<file path="src/rtl/cmd_dispatch_pkg.sv">
// Shared types and constants for the oscilloscope command dispatcher.
package osc_cmd_pkg;

    typedef enum logic [7:0] {
        OP_DUMP        = 8'h01,
        OP_SET_GAIN    = 8'h02,
        OP_TRIG_LVL    = 8'h03,
        OP_TRIG_POS    = 8'h04,
        OP_DECIM       = 8'h05,
        OP_TRIG_CFG    = 8'h06,
        OP_RD_TRIG_CFG = 8'h07,
        OP_EEP_WR      = 8'h08,
        OP_EEP_RD      = 8'h09,
        OP_RD_GAIN     = 8'h0A
    } opcode_e;

    typedef enum logic [2:0] {
        IDLE,
        DECODE,
        SPI_WAIT,
        RESP,
        RESP_WAIT
    } state_e;

    localparam logic [7:0] RESP_ACK = 8'hA5;
    localparam logic [7:0] RESP_NAK = 8'hEE;

    localparam logic [2:0] SS_NONE = 3'b111;
    localparam logic [2:0] SS_EEP  = 3'd4;
    localparam logic [2:0] SS_TRIG = 3'd5;

    localparam logic [7:0] TRIG_LVL_MIN = 8'd46;
    localparam logic [7:0] TRIG_LVL_MAX = 8'd201;

    // AFE gain-stage SPI word for gain code g
    function automatic logic [15:0] gain_spi_word(input logic [2:0] g);
        logic [15:0] w;
        case (g)
            3'd0:    w = 16'h1302;
            3'd1:    w = 16'h1305;
            3'd2:    w = 16'h1309;
            3'd3:    w = 16'h1314;
            3'd4:    w = 16'h1328;
            3'd5:    w = 16'h1346;
            3'd6:    w = 16'h136B;
            default: w = 16'h13DD;
        endcase
        return w;
    endfunction

    // Clamp the trigger DAC level into the usable window
    function automatic logic [7:0] sat_trig_lvl(input logic [7:0] l);
        logic [7:0] r;
        if (l < TRIG_LVL_MIN)      r = TRIG_LVL_MIN;
        else if (l > TRIG_LVL_MAX) r = TRIG_LVL_MAX;
        else                       r = l;
        return r;
    endfunction

endpackage

</file>
<file path="src/rtl/cmd_dispatch_if.sv">
// Host command, SPI and UART response handshake bundle.
interface cmd_dispatch_if;
    logic [23:0] cmd;
    logic        cmd_rdy;
    logic        clr_cmd_rdy;
    logic        wrt_SPI;
    logic [15:0] SPI_data;
    logic [2:0]  ss;
    logic        SPI_done;
    logic [7:0]  EEP_data;
    logic [7:0]  resp_data;
    logic        send_resp;
    logic        resp_sent;

    // Environment side: command source, SPI engine and UART transmitter
    modport master (
        output cmd, cmd_rdy, SPI_done, EEP_data, resp_sent,
        input  clr_cmd_rdy, wrt_SPI, SPI_data, ss, resp_data, send_resp
    );

    // Dispatcher side
    modport slave (
        input  cmd, cmd_rdy, SPI_done, EEP_data, resp_sent,
        output clr_cmd_rdy, wrt_SPI, SPI_data, ss, resp_data, send_resp
    );
endinterface

</file>
<file path="src/rtl/cmd_dispatch_timeout_cnt.sv">
// Saturating cycle counter that flags when an SPI transaction has run too long.
module cmd_timeout_cnt #(
    parameter int unsigned MAX = 1023
) (
    input  logic clk,
    input  logic rst,
    input  logic clr,
    input  logic en,
    output logic expired
);
    localparam int unsigned CNT_W = (MAX > 0) ? $clog2(MAX + 1) : 1;

    logic [CNT_W-1:0] cnt_q, cnt_d;
    logic             expired_q, expired_d;

    // Count while enabled, hold at MAX, restart on clr
    always_comb begin
        cnt_d = cnt_q;
        if (clr)
            cnt_d = '0;
        else if (en && (cnt_q != CNT_W'(MAX)))
            cnt_d = cnt_q + CNT_W'(1);
        expired_d = (cnt_d == CNT_W'(MAX));
    end

    // Counter and flag registers
    always_ff @(posedge clk) begin
        if (rst) begin
            cnt_q     <= '0;
            expired_q <= 1'b0;
        end else begin
            cnt_q     <= cnt_d;
            expired_q <= expired_d;
        end
    end

    assign expired = expired_q;
endmodule

</file>
<file path="src/rtl/cmd_dispatch.sv">
// Decodes host commands, drives SPI writes/reads and returns a UART response.
module cmd_dispatch
    import osc_cmd_pkg::*;
#(
    parameter int unsigned NUM_CH      = 3,
    parameter int unsigned TRIG_POS_W  = 9,
    parameter int unsigned DEC_W       = 4,
    parameter int unsigned SPI_TIMEOUT = 1023,
    parameter int unsigned CH_W        = (NUM_CH > 1) ? $clog2(NUM_CH) : 1
) (
    input  logic                  clk,
    input  logic                  rst,
    cmd_dispatch_if.slave         bus,
    output logic                  dump_en,
    output logic [CH_W-1:0]       dump_chan,
    output logic [DEC_W-1:0]      decimator,
    output logic [TRIG_POS_W-1:0] trig_pos,
    output logic [5:0]            trig_cfg,
    output logic [3*NUM_CH-1:0]   gain
);
    state_e                  state_q, state_d;
    state_e                  dec_next_q, dec_next_d;
    logic [7:0]              op_q, op_d;
    logic [2:0]              gain_ch_q, gain_ch_d;
    logic [2:0]              gain_g_q, gain_g_d;
    logic                    clr_cmd_rdy_q, clr_cmd_rdy_d;
    logic                    wrt_spi_q, wrt_spi_d;
    logic [15:0]             spi_data_q, spi_data_d;
    logic [2:0]              ss_q, ss_d;
    logic [7:0]              resp_data_q, resp_data_d;
    logic                    send_resp_q, send_resp_d;
    logic                    dump_en_q, dump_en_d;
    logic [CH_W-1:0]         dump_chan_q, dump_chan_d;
    logic [DEC_W-1:0]        decimator_q, decimator_d;
    logic [TRIG_POS_W-1:0]   trig_pos_q, trig_pos_d;
    logic [5:0]              trig_cfg_q, trig_cfg_d;
    logic [3*NUM_CH-1:0]     gain_q, gain_d;
    logic                    tmo_clr, tmo_en, tmo_expired;
    logic                    unused_cmd_bits;

    assign unused_cmd_bits = ^bus.cmd[15:14];

    cmd_timeout_cnt #(.MAX(SPI_TIMEOUT)) u_timeout (
        .clk     (clk),
        .rst     (rst),
        .clr     (tmo_clr),
        .en      (tmo_en),
        .expired (tmo_expired)
    );

    // Next-state and next-output logic; decode happens as the command is accepted
    always_comb begin
        state_d       = state_q;
        dec_next_d    = dec_next_q;
        op_d          = op_q;
        gain_ch_d     = gain_ch_q;
        gain_g_d      = gain_g_q;
        clr_cmd_rdy_d = 1'b0;
        wrt_spi_d     = 1'b0;
        send_resp_d   = 1'b0;
        dump_en_d     = 1'b0;
        spi_data_d    = spi_data_q;
        ss_d          = ss_q;
        resp_data_d   = resp_data_q;
        dump_chan_d   = dump_chan_q;
        decimator_d   = decimator_q;
        trig_pos_d    = trig_pos_q;
        trig_cfg_d    = trig_cfg_q;
        gain_d        = gain_q;
        tmo_clr       = 1'b0;
        tmo_en        = 1'b0;

        case (state_q)
            IDLE: begin
                if (bus.cmd_rdy) begin
                    state_d       = DECODE;
                    clr_cmd_rdy_d = 1'b1;
                    op_d          = bus.cmd[23:16];
                    dec_next_d    = RESP;
                    resp_data_d   = RESP_NAK;
                    case (bus.cmd[23:16])
                        OP_DUMP: begin
                            if (32'(bus.cmd[9:8]) < NUM_CH) begin
                                dump_chan_d = CH_W'(bus.cmd[9:8]);
                                dump_en_d   = 1'b1;
                                dec_next_d  = IDLE;
                            end
                        end
                        OP_SET_GAIN: begin
                            if (32'(bus.cmd[10:8]) < NUM_CH) begin
                                ss_d       = bus.cmd[10:8];
                                spi_data_d = gain_spi_word(bus.cmd[13:11]);
                                wrt_spi_d  = 1'b1;
                                gain_ch_d  = bus.cmd[10:8];
                                gain_g_d   = bus.cmd[13:11];
                                dec_next_d = SPI_WAIT;
                            end
                        end
                        OP_TRIG_LVL: begin
                            ss_d       = SS_TRIG;
                            spi_data_d = {8'h13, sat_trig_lvl(bus.cmd[7:0])};
                            wrt_spi_d  = 1'b1;
                            dec_next_d = SPI_WAIT;
                        end
                        OP_TRIG_POS: begin
                            trig_pos_d  = bus.cmd[TRIG_POS_W-1:0];
                            resp_data_d = RESP_ACK;
                        end
                        OP_DECIM: begin
                            decimator_d = bus.cmd[DEC_W-1:0];
                            resp_data_d = RESP_ACK;
                        end
                        OP_TRIG_CFG: begin
                            trig_cfg_d  = bus.cmd[13:8];
                            resp_data_d = RESP_ACK;
                        end
                        OP_RD_TRIG_CFG: begin
                            resp_data_d = {2'b00, trig_cfg_q};
                        end
                        OP_EEP_WR: begin
                            ss_d       = SS_EEP;
                            spi_data_d = {2'b01, bus.cmd[13:0]};
                            wrt_spi_d  = 1'b1;
                            dec_next_d = SPI_WAIT;
                        end
                        OP_EEP_RD: begin
                            ss_d       = SS_EEP;
                            spi_data_d = {2'b00, bus.cmd[13:8], 8'h00};
                            wrt_spi_d  = 1'b1;
                            dec_next_d = SPI_WAIT;
                        end
                        OP_RD_GAIN: begin
                            for (int i = 0; i < int'(NUM_CH); i++) begin
                                if (bus.cmd[10:8] == 3'(i))
                                    resp_data_d = {5'b0, gain_q[3*i +: 3]};
                            end
                        end
                        default: ;
                    endcase
                end
            end
            DECODE: begin
                tmo_clr = 1'b1;
                state_d = dec_next_q;
                if (dec_next_q == RESP)
                    send_resp_d = 1'b1;
            end
            SPI_WAIT: begin
                tmo_en = 1'b1;
                if (bus.SPI_done) begin
                    resp_data_d = (op_q == OP_EEP_RD) ? bus.EEP_data : RESP_ACK;
                    ss_d        = SS_NONE;
                    state_d     = RESP;
                    send_resp_d = 1'b1;
                    if (op_q == OP_SET_GAIN) begin
                        for (int i = 0; i < int'(NUM_CH); i++) begin
                            if (gain_ch_q == 3'(i))
                                gain_d[3*i +: 3] = gain_g_q;
                        end
                    end
                end else if (tmo_expired) begin
                    resp_data_d = RESP_NAK;
                    ss_d        = SS_NONE;
                    state_d     = RESP;
                    send_resp_d = 1'b1;
                end
            end
            RESP: begin
                state_d = RESP_WAIT;
            end
            RESP_WAIT: begin
                if (bus.resp_sent)
                    state_d = IDLE;
            end
            default: state_d = IDLE;
        endcase
    end

    // State and output registers
    always_ff @(posedge clk) begin
        if (rst) begin
            state_q       <= IDLE;
            dec_next_q    <= IDLE;
            op_q          <= '0;
            gain_ch_q     <= '0;
            gain_g_q      <= '0;
            clr_cmd_rdy_q <= 1'b0;
            wrt_spi_q     <= 1'b0;
            spi_data_q    <= '0;
            ss_q          <= SS_NONE;
            resp_data_q   <= '0;
            send_resp_q   <= 1'b0;
            dump_en_q     <= 1'b0;
            dump_chan_q   <= '0;
            decimator_q   <= '0;
            trig_pos_q    <= '0;
            trig_cfg_q    <= '0;
            gain_q        <= '0;
        end else begin
            state_q       <= state_d;
            dec_next_q    <= dec_next_d;
            op_q          <= op_d;
            gain_ch_q     <= gain_ch_d;
            gain_g_q      <= gain_g_d;
            clr_cmd_rdy_q <= clr_cmd_rdy_d;
            wrt_spi_q     <= wrt_spi_d;
            spi_data_q    <= spi_data_d;
            ss_q          <= ss_d;
            resp_data_q   <= resp_data_d;
            send_resp_q   <= send_resp_d;
            dump_en_q     <= dump_en_d;
            dump_chan_q   <= dump_chan_d;
            decimator_q   <= decimator_d;
            trig_pos_q    <= trig_pos_d;
            trig_cfg_q    <= trig_cfg_d;
            gain_q        <= gain_d;
        end
    end

    assign bus.clr_cmd_rdy = clr_cmd_rdy_q;
    assign bus.wrt_SPI     = wrt_spi_q;
    assign bus.SPI_data    = spi_data_q;
    assign bus.ss          = ss_q;
    assign bus.resp_data   = resp_data_q;
    assign bus.send_resp   = send_resp_q;
    assign dump_en         = dump_en_q;
    assign dump_chan       = dump_chan_q;
    assign decimator       = decimator_q;
    assign trig_pos        = trig_pos_q;
    assign trig_cfg        = trig_cfg_q;
    assign gain            = gain_q;
endmodule

</file>
<file path="src/flat_wrapper.sv">
// flat-port wrapper written by rule: the top's interface ports become plain ports
module cmd_dispatch_flat import osc_cmd_pkg::*;
#(
    parameter int unsigned NUM_CH      = 3,
    parameter int unsigned TRIG_POS_W  = 9,
    parameter int unsigned DEC_W       = 4,
    parameter int unsigned SPI_TIMEOUT = 1023,
    parameter int unsigned CH_W        = (NUM_CH > 1) ? $clog2(NUM_CH) : 1
)
  (clk, rst, dump_en, dump_chan, decimator, trig_pos, trig_cfg, gain, bus_cmd, bus_cmd_rdy, bus_SPI_done, bus_EEP_data, bus_resp_sent, bus_clr_cmd_rdy, bus_wrt_SPI, bus_SPI_data, bus_ss, bus_resp_data, bus_send_resp);
  cmd_dispatch_if bus_i ();
  input  logic clk;
  input  logic rst;
  output logic dump_en;
  output logic [CH_W-1:0] dump_chan;
  output logic [DEC_W-1:0] decimator;
  output logic [TRIG_POS_W-1:0] trig_pos;
  output logic [5:0] trig_cfg;
  output logic [3*NUM_CH-1:0] gain;
  input wire logic [$bits(bus_i.cmd)-1:0] bus_cmd;
  input wire logic [$bits(bus_i.cmd_rdy)-1:0] bus_cmd_rdy;
  input wire logic [$bits(bus_i.SPI_done)-1:0] bus_SPI_done;
  input wire logic [$bits(bus_i.EEP_data)-1:0] bus_EEP_data;
  input wire logic [$bits(bus_i.resp_sent)-1:0] bus_resp_sent;
  output wire logic [$bits(bus_i.clr_cmd_rdy)-1:0] bus_clr_cmd_rdy;
  output wire logic [$bits(bus_i.wrt_SPI)-1:0] bus_wrt_SPI;
  output wire logic [$bits(bus_i.SPI_data)-1:0] bus_SPI_data;
  output wire logic [$bits(bus_i.ss)-1:0] bus_ss;
  output wire logic [$bits(bus_i.resp_data)-1:0] bus_resp_data;
  output wire logic [$bits(bus_i.send_resp)-1:0] bus_send_resp;
  assign bus_i.cmd = bus_cmd;
  assign bus_i.cmd_rdy = bus_cmd_rdy;
  assign bus_i.SPI_done = bus_SPI_done;
  assign bus_i.EEP_data = bus_EEP_data;
  assign bus_i.resp_sent = bus_resp_sent;
  assign bus_clr_cmd_rdy = bus_i.clr_cmd_rdy;
  assign bus_wrt_SPI = bus_i.wrt_SPI;
  assign bus_SPI_data = bus_i.SPI_data;
  assign bus_ss = bus_i.ss;
  assign bus_resp_data = bus_i.resp_data;
  assign bus_send_resp = bus_i.send_resp;
  cmd_dispatch #(.NUM_CH(NUM_CH), .TRIG_POS_W(TRIG_POS_W), .DEC_W(DEC_W), .SPI_TIMEOUT(SPI_TIMEOUT), .CH_W(CH_W)) u_core (.clk(clk), .rst(rst), .bus(bus_i), .dump_en(dump_en), .dump_chan(dump_chan), .decimator(decimator), .trig_pos(trig_pos), .trig_cfg(trig_cfg), .gain(gain));
endmodule
</file>
<file path="config.mk">
export PLATFORM = sky130hd
export DESIGN_NAME = cmd_dispatch_flat
export DESIGN_NICKNAME = d
export VERILOG_FILES = /design/src/rtl/cmd_dispatch_pkg.sv /design/src/rtl/cmd_dispatch_if.sv /design/src/rtl/cmd_dispatch_timeout_cnt.sv /design/src/rtl/cmd_dispatch.sv /design/src/flat_wrapper.sv
export SDC_FILE = /design/constraint.sdc
export NUM_CORES = 1
export LEC_CHECK = 0
export ABC_CLOCK_PERIOD_IN_PS = 3330
export BUFFER_PORTS_ARGS = -buffer_cell sky130_fd_sc_hd__buf_2
export CAP_MARGIN = 20
export CELL_PAD_IN_SITES_DETAIL_PLACEMENT = 1
export CELL_PAD_IN_SITES_GLOBAL_PLACEMENT = 2
export CORE_UTILIZATION = 34
export CTS_CLUSTER_SIZE = 10
export DETAILED_ROUTE_END_ITERATION = 16
export GPL_TIMING_DRIVEN = 0
export PLACE_DENSITY = 0.89
export SLEW_MARGIN = 20
export SYNTH_ARGS = -nofsm -noshare
export SYNTH_HDL_FRONTEND = slang
export SYNTH_SLANG_ARGS = --single-unit
</file>
<file path="constraint.sdc">
create_clock -name clk -period 3.33 [get_ports clk]
set_clock_uncertainty 0.1 [all_clocks]
set_input_delay 0.666 -clock clk [delete_from_list [all_inputs] [get_ports clk]]
set_output_delay 0.666 -clock clk [all_outputs]
set_load 0.1 [all_outputs]
</file>
==> results list <==
- Reg-to-Reg Start: u_core.u_timeout.cnt_q[0]
- For this block, the via count after detailed routing is 4144.
* Stage delay of the slowest cell on the critical path: 630 ps
* CP Data Required Time: 3440 ps
- Gate Count Post-Synth: 501
- Total negative slack: 0 ps
- Yosys cell types: 62
- Of all nets on the critical path, the largest fanout is 9.
- Total routing resource utilization after global routing: 0.2248
* Depth of the worst register-to-register path: 6
- Antenna violations before repair: 1
- The core region is 12210 sq um.
* Number of buffers inserted for hold repair after clock tree synthesis: 0
* Max Clock Freq: 376.9 MHz
- Die width: 114.8 um
* Drt via density: 5.354
- The number of global-route vias before repair is 4363.
* CTS tree: yes
- The layout has 1530 filler cells.
* Setup violations, final: 0
- The run finished with clean final reports.
* FF+latch count, synth: 90
* I/O Buffers: 90
- Clock period minus final worst setup slack: 2653 ps
- Each instance of the synthesized netlist takes up on average 8.641 sq um.
- Hold endpoint: u_core.bus.SPI_data[10]
- PwrDens: 466.1 nW/um^2
- Iteration count of the initial detailed-routing pass: 4
* Maximum number of pins on one net before global-route repair: 14
- In this run the most critical hold path is launched from u_core.bus.SPI_data[10].
- Area overhead of the layout relative to synthesis: 21.88%
* Seq/Total Area, Yosys: 0.4162
- At the end of routability-driven placement, the weighted congestion stood at 0.8626.
- In this run the worst hold path is classified as register to register.
- Portion of the clock cycle consumed by the worst path in the final layout: 0.7968
- H-Tree Level Count: 3
- Total Nets Final: 640
- Worst setup path category: input port to register
- Main flop type after synthesis: dfxtp_1
- Power comes to 2.459 mW.
- Nets in the synthesized netlist: 539
- Async set or reset register ratio after synthesis: 0
- Sequence of cells on the critical path: buf_2, nor4_2, nand3b_1, or4_1, buf_6, mux2i_1, nor2_1
- The repair_antennas step left the layout with diodes totalling 0.
* Cell count of the worst hold path: 2
* Total Wirelength: 13.89 mm
- The worst pin sits at a relative slew slack of 0.4423.
* Worst Max-Slew Pin Slew: 830.1 ps
* Yosys synthesis warning count: 0
* Die Y-Extent: 114.8 um
- Number of resized instances in the post-cts repair step: 0
* Die outline area: 13190 sq um
- The number of max-slew violations in the final report is 0.
- Total count of hold-check failures in the final report: 0
- Data on the critical path arrives at its endpoint at 2760 ps.
- Wire length of the first global-routing pass: 22.72 mm
- In the final layout, flip-flops and latches occupy 1802 sq um.
- The cell area that synthesis handed to floorplanning was 4329 sq um.
- DRC violations left: 0
- Max-cap violations in this run came to 0.
- Summing all multi-input logic gate instances after layout gives 2335 sq um.
- Crit end category: register
- Once the clock tree was built, the setup fixing pass inserted 0 buffers.
* CTS max path bufs: 2
* Insertion delay to the later sink of the worst-skew pair: 350 ps
- Buffers inserted during clock tree synthesis total 9.
* I/O pin count: 98
* Clock transition at the register clock pins on the worst setup and hold paths after CTS: 60 ps
* Placed wire-length estimate after detailed placement: 10.69 mm
* Total overflow reported by the global router: 0
- Number of placement rows: 40
* Number of flops mapped to enable cells by yosys: 0
- Violation count after the first detailed-routing iteration: 147
- CTS sink cnt: 90
- Once detail routing completed, the nets flagged for antenna violations numbered 0.
- In the final layout, the share of cells above drive strength 1 is 0.2162.
* Initial cell density of the core: 0.3545
* Setup repair after global routing missed its margin: false
* Crit path launch type: input port
- The worst register-to-register path ends at u_core.u_timeout.expired.
* Standby leakage power: 2.242 nW
* Master cell of the clock root buffer: clkbuf_16
* Critical-path cell with the highest stage delay: nor4_2
* Avg WL per Cell: 17.94 um
* Critical path origin: bus_cmd[20]
- Worst setup slack for register-to-register paths: 870 ps
- Across the VDD grid, the largest voltage drop is 0.2838 mV.
==> critical path, delay by kind of cell <==
| kind | cells | cell delay (ps) |
|---|---|---|
| simple gates | 4 | 1620 |
| buf+inv | 2 | 310 |
| mux | 1 | 160 |
==> routing by layer <==
metal  global-route usage  routed length, um  vias to the layer above
li1                     -                  -                     2007
met1               0.2753               6117                     2017
met2               0.3847               6810                      107
met3              0.06589                804                       11
met4              0.05887                139                        2
met5                    0                 13                        -
==> registers in the layout, indices dropped and copies added (netlist names), 3 cells and up <==
register and cells:
u_core.trig_pos 9, u_core.u_timeout.cnt_q 10, u_core.op_q 8, u_core.gain_ch_q 3, u_core.decimator 4, u_core.gain 9
u_core.bus.ss 3, u_core.bus.SPI_data 15, u_core.gain_g_q 3, u_core.trig_cfg 6, u_core.state_q 3, u_core.bus.resp_data 8
==> power by group <==
group | switching (mW) | internal (mW)
clock | 0.408 | 0.596
sequential | 0.0154 | 1.10
combinational | 0.256 | 0.0821
total | 0.680 | 1.78
==> cell usage after synthesis, drive strengths merged (9+ instances only) <==
library cell	count	area (sq um)
nor3	20	105.1
a21oi	30	150.1
dfxtp	90	1802
clkbuf	27	101.4
nor2b	11	68.82
nor3b	10	95.09
nand3	11	55.05
nor4	11	90.08
a31oi	12	75.07
mux2i	41	410.4
o21ai	14	70.07
nand2	35	131.4
buf	10	65.06
nor2	75	281.5
a211oi	9	72.57
==> through the flow <==
| stage | setup slack (ps) | utilization | hold slack, ps | std cells | cell area, sq um |
|---|---|---|---|---|---|
| floorplan | 1002 | - | 330.8 | 501 | 4329 |
| global placement | 388.6 | 0.4086 | 341.2 | 759 | 4990 |
| detailed placement | 345.5 | 0.4086 | 346.8 | 759 | 4990 |
| CTS | 700.3 | 0.4321 | 356.0 | 774 | 5276 |
| global route | 589.4 | 0.4321 | 374.1 | 774 | 5276 |
| finish | 676.8 | 0.4321 | 355.1 | 774 | 5276 |
==> area by class of cell <==
type	count	area share
Tap cell	168	0.03984
Buffer	37	0.03154
Multi-Input combinational cell	367	0.4425
Clock buffer	12	0.04672
Clock inverter	3	0.007588
Timing Repair Buffer	90	0.08537
Sequential cell	90	0.3415
Inverter	7	0.004980
==> how the worst max path moves through the flow <==
stage | depth (start not counted) | slack, ps | endpoint
floorplan | 6 | 1000 | u_core.trig_pos[0]
global placement | 7 | 390 | u_core.trig_pos[8]
detailed placement | 7 | 350 | u_core.trig_pos[8]
CTS | 7 | 700 | u_core.trig_pos[8]
global route | 7 | 590 | u_core.trig_pos[8]
finish | 7 | 680 | u_core.trig_pos[8]
==> cells by family after synthesis <==
| family | share of synthesized area |
|---|---|
| other | 0.0008662 |
| adders and majority gates | 0.002890 |
| and+or+nand+nor | 0.2624 |
| xor gates and xnor gates | 0.006070 |
| DFF | 0.4162 |
| AOI/OAI and AO/OA | 0.1645 |
| buffers and inverters | 0.04451 |
| muxes | 0.1026 |
==> placed cells by master (no fill, tap or decap), types with 11 or more instances in the layout <==
| cell | count |
|---|---|
| nor2_1 | 75 |
| nand3_1 | 11 |
| nor3_1 | 19 |
| o21ai_0 | 14 |
| buf_2 | 94 |
| a21oi_1 | 30 |
| clkbuf_1 | 29 |
| nand2_1 | 35 |
| nor2b_1 | 11 |
| a31oi_1 | 12 |
| mux2i_1 | 41 |
| dfxtp_1 | 90 |
Note: power is estimated with default switching activity, not from simulation.
